==> src/rtl/down_timer_pkg.sv <==
// timer_pkg: shared state encoding and default width for the timing datapath counters.
package timer_pkg;
    localparam int TIMER_W = 4;
    typedef enum logic [1:0] {IDLE, RUN, PAUSE, DONE} timer_state_t;
endpackage

==> src/rtl/down_timer_if.sv <==
// down_timer_if: control/status bundle between the control FSM (master) and down_timer (slave).
interface down_timer_if #(parameter int WIDTH = 4);
    logic             ld;
    logic [WIDTH-1:0] D;
    logic             start;
    logic             pause;
    logic [WIDTH-1:0] Q;
    logic             tc;
    logic             busy;
    logic             done;
    modport master (output ld, D, start, pause, input Q, tc, busy, done);
    modport slave  (input ld, D, start, pause, output Q, tc, busy, done);
endinterface

==> src/rtl/down_timer_tick_prescaler.sv <==
// tick_prescaler: divides enabled clocks by PRESCALE; phase holds while enable is low.
module tick_prescaler #(parameter int PRESCALE = 1) (
    input  logic clk,
    input  logic rst_n,
    input  logic en,
    input  logic clr,
    output logic tick
);
    localparam int CW = $clog2(PRESCALE) + 1;
    logic [CW-1:0] cnt;
    assign tick = en && cnt == CW'(PRESCALE - 1);
    always_ff @(posedge clk or negedge rst_n)
        if (!rst_n) cnt <= '0;
        else if (clr) cnt <= '0;
        else if (en) cnt <= tick ? '0 : cnt + CW'(1);
endmodule

==> src/rtl/down_timer.sv <==
// down_timer: loadable down-counting timer with pause/restart and terminal-count pulse.
// Define DOWN_TIMER_AUTORELOAD_EN for periodic reload instead of one-shot stop in DONE.
module down_timer import timer_pkg::*; #(
    parameter int WIDTH    = TIMER_W,
    parameter int PRESCALE = 1
) (
    input logic        clk,
    input logic        rst_n,
    down_timer_if.slave bus
);
    timer_state_t     state;
    logic [WIDTH-1:0] q;
    logic [WIDTH-1:0] reload;
    logic             tc;
    logic             tick;
    tick_prescaler #(.PRESCALE(PRESCALE)) u_pre (
        .clk  (clk),
        .rst_n(rst_n),
        .en   (state == RUN && !bus.pause),
        .clr  (bus.ld || bus.start),
        .tick (tick)
    );
    // q always equals reload while IDLE, so start from any state restarts from reload
    always_ff @(posedge clk or negedge rst_n)
        if (!rst_n) begin
            state  <= IDLE;
            q      <= '0;
            reload <= '0;
            tc     <= 1'b0;
        end else begin
            tc <= 1'b0;
            if (bus.ld) begin
                q      <= bus.D;
                reload <= bus.D;
                state  <= IDLE;
            end else if (bus.start) begin
                q     <= reload;
                state <= reload != '0 ? RUN : DONE;
                tc    <= reload == '0;
            end else if (state == RUN && bus.pause) state <= PAUSE;
            else if (state == PAUSE && !bus.pause) state <= RUN;
            else if (tick) begin
                if (q == WIDTH'(1)) begin
`ifdef DOWN_TIMER_AUTORELOAD_EN
                    q <= reload;
`else
                    q     <= '0;
                    state <= DONE;
`endif
                    tc <= 1'b1;
                end else q <= q - WIDTH'(1);
            end
        end
    assign bus.Q    = q;
    assign bus.tc   = tc;
    assign bus.busy = state == RUN || state == PAUSE;
    assign bus.done = state == DONE;
endmodule
==> src/flat_wrapper.sv <==
// flat-port wrapper written by rule: the top's interface ports become plain ports
module down_timer_flat import timer_pkg::*;
#(
    parameter int WIDTH    = TIMER_W,
    parameter int PRESCALE = 1
)
  (clk, rst_n, bus_ld, bus_D, bus_start, bus_pause, bus_Q, bus_tc, bus_busy, bus_done);
  down_timer_if #(.WIDTH(WIDTH)) bus_i ();
  input logic clk;
  input logic rst_n;
  input wire logic [$bits(bus_i.ld)-1:0] bus_ld;
  input wire logic [$bits(bus_i.D)-1:0] bus_D;
  input wire logic [$bits(bus_i.start)-1:0] bus_start;
  input wire logic [$bits(bus_i.pause)-1:0] bus_pause;
  output wire logic [$bits(bus_i.Q)-1:0] bus_Q;
  output wire logic [$bits(bus_i.tc)-1:0] bus_tc;
  output wire logic [$bits(bus_i.busy)-1:0] bus_busy;
  output wire logic [$bits(bus_i.done)-1:0] bus_done;
  assign bus_i.ld = bus_ld;
  assign bus_i.D = bus_D;
  assign bus_i.start = bus_start;
  assign bus_i.pause = bus_pause;
  assign bus_Q = bus_i.Q;
  assign bus_tc = bus_i.tc;
  assign bus_busy = bus_i.busy;
  assign bus_done = bus_i.done;
  down_timer #(.WIDTH(WIDTH), .PRESCALE(PRESCALE)) u_core (.clk(clk), .rst_n(rst_n), .bus(bus_i));
endmodule
==> config.mk <==
export PLATFORM = sky130hd
export DESIGN_NAME = down_timer_flat
export DESIGN_NICKNAME = d
export VERILOG_FILES = /design/src/rtl/down_timer_pkg.sv /design/src/rtl/down_timer_if.sv /design/src/rtl/down_timer_tick_prescaler.sv /design/src/rtl/down_timer.sv /design/src/flat_wrapper.sv
export SDC_FILE = /design/constraint.sdc
export NUM_CORES = 1
export LEC_CHECK = 0
export ABC_AREA = 1
export CORE_UTILIZATION = 52
export DETAILED_ROUTE_END_ITERATION = 8
export PLACE_DENSITY = 0.84
export SLEW_MARGIN = 20
export SYNTH_ARGS = -nofsm -noshare
export SYNTH_HDL_FRONTEND = slang
export SYNTH_SLANG_ARGS = --single-unit
==> constraint.sdc <==
create_clock -name clk -period 2.64 [get_ports clk]
set_clock_uncertainty 0.15 [all_clocks]
set_input_delay 0.528 -clock clk [delete_from_list [all_inputs] [get_ports clk]]
set_output_delay 0.528 -clock clk [all_outputs]
set_load 0.03 [all_outputs]
==> results of run 1 <==
==> kinds of logic after synthesis <==
group                      synth area share
AOI/OAI and AO/OA                     0.120
DFF                                   0.389
buffers and inverters                 0.104
and+or+nand+nor                       0.306
adders and majority gates            0.0810
==> state kept, by name, summed over array words and instances (netlist names) <==
| signal | cells |
|---|---|
| u_core.state | 2 |
| u_core.bus.tc | 1 |
| u_core.reload | 4 |
| u_core.bus.Q | 4 |
| u_core.u_pre.cnt | 1 |
==> worst reg2reg max path, delay by kind of cell (launching register included) <==
kind                       cells  cell delay, ns
AOI/OAI and AO/OA              1            0.23
adders and majority gates      1            0.24
buffers and inverters          2            0.12
DFF                            1            0.40
and+or+nand+nor                3            0.31
==> final cells by class <==
class,count,area (um^2)
sequential,12,300
inverter,17,68.8
clock buffer,4,36.3
multi-input combinational,72,392
tap,15,18.8
timing repair buffer,15,150
fill,109,368
==> final timing paths <==
kind / endpoint / start / cells past startpoint / slack [ns]
worst min-delay path: u_core.reload[1] / u_core.reload[1] / 2 / 0.36
worst max-delay path: bus_busy / u_core.state[0] / 4 / 0.26
worst max register to register: u_core.bus.Q[2] / u_core.state[1] / 7 / 1.10
worst min register to register: u_core.reload[1] / u_core.reload[1] / 2 / 0.36
min in group asynchronous: u_core.u_pre.cnt / rst_n / 1 / 0.44
max in group asynchronous: u_core.state[1] / rst_n / 1 / 1.54
==> power breakdown <==
group          internal [W]  switching (W)  leakage (nW)
clock             0.0000839      0.0000610        0.0210
sequential         0.000203      0.0000176         0.149
combinational     0.0000719       0.000107         0.316
==> per-stage QoR <==
| step | cells | utilization | area [um^2] |
|---|---|---|---|
| 6_report | 135 | 0.724 | 966 |
| 5_1_grt | 135 | 0.724 | 966 |
| 4_1_cts | 135 | 0.724 | 966 |
| 3_5_place_dp | 131 | 0.697 | 930 |
| 3_3_place_gp | 131 | 0.697 | 930 |
| 2_1_floorplan | 102 | - | 772 |
==> placed cells by master (no fill, tap or decap), types with 2 or more instances in the layout <==
| master | synthesis | routed |
|---|---|---|
| inv_2 | 2 | 2 |
| o21ai_1 | 7 | 7 |
| clkdlybuf4s50_1 | 0 | 15 |
| dfrtp_1 | 12 | 12 |
| a21oi_1 | 2 | 2 |
| ha_1 | 5 | 5 |
| a21oi_2 | 2 | 2 |
| nand3_1 | 6 | 6 |
| nand2_1 | 31 | 31 |
| clkbuf_4 | 0 | 3 |
| nor2_2 | 3 | 3 |
| nor2_1 | 7 | 7 |
| inv_1 | 14 | 14 |
==> per-layer routing <==
layer	track usage	vias to the layer above	wire [um]
met4	0.0500	0	13
met2	0.353	18	705
met1	0.287	321	686
met3	0.0833	3	75
li1	-	359	-
met5	0	-	0
==> results.json, run 1 <==
{
  "die_h_um": 40.5,
  "dp_hpwl_mm": 1.21,
  "tritoncts": "built",
  "ant_nets": 0,
  "rows": 13,
  "dieArea_um2": 1640,
  "yosysWarnings": 0,
  "cts_resized": 0,
  "synth_area_um2": 772,
  "antenna_found_initial": 0,
  "crit_required_ns": 1.96,
  "final_layout_size_suffix_gt1_frac": 0.142,
  "post_drt_wl_per_cell_um": 11.0,
  "start_util": 0.579,
  "path_buf_inv": 3,
  "grt_remaining_overflow": 0,
  "ioPinCount": 16,
  "drv_slew": 0,
  "slew_headroom": 0.647,
  "drt_first_pass_iters": 4,
  "cts-buffers-inserted": 3,
  "clk_pin_slew_ns": 0.07,
  "diodes": 0,
  "worst_hold_slack_ns": 0.363,
  "hold_viol": 0,
  "cellLeakagePower_nw": 0.486,
  "critPathMaxStageDelay_ns": 0.65,
  "max_cap_viol_count": 0,
  "power.density_nw_per_um2": 564,
  "crit_type": "reg2out",
  "route.detailed.drc": 0,
  "worstHoldPathType": "reg2reg",
  "status": "finished clean",
  "crit_path_top_delay_cell": "clkdlybuf4s50_1",
  "core_um2": 1330,
  "ys_seq_elements": 12,
  "grt_first_pass_wirelength_mm": 2.35,
  "yosysTopAreaCell": "dfrtp_1",
  "async_flop_share": 1.00,
  "clockBufferDepth": 2,
  "crit_family": "buffers and inverters",
  "yosys-top-cells-count": "nand2_1, inv_1, dfrtp_1, nor2_1, o21ai_1",
  "synth-edff-count": 0,
  "synth_most_common_cell": "nand2_1",
  "endpoint_kind": "output pin",
  "finalNetCount": 135,
  "routabilityCongestion": 0.842,
  "grt_max_degree": 13,
  "fmax_mhz": 420,
  "syn_nets": 116,
  "worst_slack_ns": 0.257,
  "drt-initial-drc-count": 10,
  "io_buffers": 15,
  "synth_flop_cell": "dfrtp_1",
  "cp_cell_sequence": "inv_1 -> ha_1 -> inv_1 -> clkdlybuf4s50_1",
  "rsz0062_at_grt": "no",
  "yosys.area.top_type_share": 0.389,
  "post-route-period-util": 0.903,
  "post-place-ws_ns": 0.553,
  "cts_sinks": 12,
  "ys_top_cells_by_area": "dfrtp_1, nand2_1, ha_1",
  "cp_max_fo": 3,
  "gr-usage-all-layers": 0.223,
  "design_power_total_w": 0.000545,
  "cts_max_level": 1,
  "ys_types": 22,
  "start_kind": "register",
  "worst_ep_arrival_time_ns": 1.70,
  "die_width_um": 40.5,
  "clk_latency_ns": 0.28,
  "viasPerCell": 5.19,
  "tns_ns": 0,
  "cts_root_buffer": "clkbuf_4",
  "syn_inst": 102,
  "routed_wl_mm": 1.48,
  "vdd_drop_max_mv": 0.365,
  "num_vias": 701,
  "cts_hold_buf": 0,
  "finalSetupViolCount": 0,
  "postSynthAreaPerCell_um2": 7.57,
  "tightest_slew_ns": 0.528,
  "crit_top_cell": "inv_1",
  "fin_crit_ns": 2.38,
  "syn_to_final_growth_pct": 25.1,
  "cts_setup_buffers": 0,
  "synth_seq_area_share": 0.389,
  "grt_pass1_vias": 563
}
Note: power is estimated with default switching activity, not from simulation.
==> inputs of run 2 (changes only) <==
--- a/config.mk
+++ b/config.mk
@@ -8,6 +8,7 @@
 export ABC_AREA = 1
 export CORE_UTILIZATION = 52
 export DETAILED_ROUTE_END_ITERATION = 8
+export GPL_TIMING_DRIVEN = 0
 export PLACE_DENSITY = 0.84
 export SLEW_MARGIN = 20
 export SYNTH_ARGS = -nofsm -noshare
==> results.json, run 2 (synthesis gave the netlist of run 1 again) <==
{
  "worst_ep_arrival_time_ns": 1.71,
  "grt_first_pass_wirelength_mm": 2.22,
  "layout_common_cells": "nand2_1, inv_1, clkdlybuf4s50_1",
  "ioPinCount": 16,
  "endpoint_kind": "output pin",
  "cts_setup_buffers": 0,
  "viasPerCell": 5.14,
  "cts_sinks": 12,
  "crit_type": "reg2out",
  "critPathMaxStageDelay_ns": 0.65,
  "status": "finished clean",
  "grtUsageMet2": 0.337,
  "cellLeakagePower_nw": 0.488,
  "power_frac_seq": 0.405,
  "final_layout_size_suffix_gt1_frac": 0.150,
  "tritoncts": "built",
  "p_sw_w": 0.000187,
  "die_h_um": 40.5,
  "fin_crit_ns": 2.39,
  "power.density_nw_per_um2": 564,
  "cts_root_buffer": "clkbuf_4",
  "finalNetCount": 135,
  "rows": 13,
  "clk_latency_ns": 0.27,
  "core_um2": 1330,
  "rsz0062_at_grt": "no",
  "swShare": 0.343,
  "syn_to_final_growth_pct": 25.3,
  "final_common_cell": "nand2_1",
  "cp_max_fo": 3,
  "worstHoldPathType": "reg2reg",
  "crit_path_top_delay_cell": "clkdlybuf4s50_1",
  "diodes": 0,
  "slew_headroom": 0.642,
  "crit_required_ns": 1.96,
  "gr-usage-all-layers": 0.216,
  "routabilityCongestion": 0.759,
  "grt_remaining_overflow": 0,
  "num_vias": 694,
  "drt-initial-drc-count": 14,
  "die_width_um": 40.5,
  "routed_wl_mm": 1.48,
  "dp_hpwl_mm": 1.10,
  "drt_first_pass_iters": 4,
  "max_cap_viol_count": 0,
  "start_kind": "register",
  "start_util": 0.579,
  "clockBufferDepth": 2,
  "ant_nets": 0,
  "antenna_found_initial": 0,
  "post-route-period-util": 0.906,
  "fin_util": 0.725,
  "cts_hold_buf": 0,
  "hold_viol": 0,
  "cp_cell_sequence": "inv_1 -> ha_1 -> inv_1 -> clkdlybuf4s50_1",
  "grt_max_degree": 13,
  "vdd_drop_max_mv": 0.335,
  "met3_usage": 0.0500,
  "grt_pass1_vias": 560,
  "clockPowerShare": 0.271,
  "intPower_w": 0.000358,
  "tightest_slew_ns": 0.535,
  "combPwrFrac": 0.324,
  "route.detailed.drc": 0,
  "finalSetupViolCount": 0,
  "cts_max_level": 1,
  "cts_resized": 0,
  "io_buffers": 14,
  "use_met1": 0.268,
  "post_drt_wl_per_cell_um": 11.0,
  "cts-buffers-inserted": 3,
  "crit_top_cell": "inv_1",
  "tns_ns": 0,
  "clk_pin_slew_ns": 0.08,
  "busiest_layer": "met2",
  "fmax_mhz": 418,
  "dieArea_um2": 1640,
  "drv_slew": 0
}
run 2: cell types whose count changed in the layout (fill, tap and decap cells not counted):
cell / before / now
clkdlybuf4s50_1: 15 / 14
buf_6: 0 / 1
run 2: metal layers:
metal  vias up  routed length, um  part of all wire
li1        362                  -                 -
met1       317                740              0.50
met2        13                679              0.46
met3         2                 50             0.034
met4         0                 11            0.0074
met5         -                  0                 0
run 2: metrics by stage:
stage                     area (um^2)  power (W)  hold slack, ns  worst slack (ns)  std cells
after global routing              967   0.000581           0.385             0.174        135
after CTS                         967   0.000551           0.360             0.224        135
final                             967   0.000545           0.358             0.249        135
after floorplan                   772   0.000338          0.0824              1.09        102
after detailed placement          931   0.000400           0.328             0.540        131
after global placement            931   0.000397           0.328             0.551        131
run 2: area by class of cell:
type | instances | area, um^2
Timing Repair Buffer | 14 | 140
Fill cell | 101 | 367
Multi-Input combinational cell | 72 | 392
Clock buffer | 4 | 36.3
Buffer | 1 | 11.3
Tap cell | 15 | 18.8
Sequential cell | 12 | 300
Inverter | 17 | 68.8
run 2: final timing paths:
check	end	cells past startpoint	from	slack [ns]
hold / removal	u_core.reload[1]	2	u_core.reload[1]	0.36
min in group asynchronous	u_core.state[0]	1	rst_n	0.45
hold reg to reg	u_core.reload[1]	2	u_core.reload[1]	0.36
max in group asynchronous	u_core.bus.Q[0]	1	rst_n	1.53
setup reg to reg	u_core.bus.Q[2]	7	u_core.state[1]	1.04
setup / recovery	bus_busy	4	u_core.state[0]	0.25
run 2: power by group through the flow:
stage                     registers, W  clock network (W)   logic, W
after floorplan               0.000243                  0  0.0000955
after global placement        0.000223                  0   0.000174
after detailed placement      0.000224                  0   0.000176
after CTS                     0.000221           0.000154   0.000177
after global routing          0.000223           0.000163   0.000195
final                         0.000221           0.000148   0.000177
run 2: critical path: cells and delay by family, from the launching register on:
family	cells	cell delay, ns
adders and majority gates	1	0.28
buffers and inverters	3	0.77
DFF	1	0.38
==> inputs of run 3 (changes only) <==
--- a/config.mk
+++ b/config.mk
@@ -10,7 +10,7 @@
 export DETAILED_ROUTE_END_ITERATION = 8
 export GPL_TIMING_DRIVEN = 0
 export PLACE_DENSITY = 0.84
-export SLEW_MARGIN = 20
+export SLEW_MARGIN = 15
 export SYNTH_ARGS = -nofsm -noshare
 export SYNTH_HDL_FRONTEND = slang
 export SYNTH_SLANG_ARGS = --single-unit
==> results of run 3 <==
No change in the layout: final DEF, timing and power equal those of run 2.
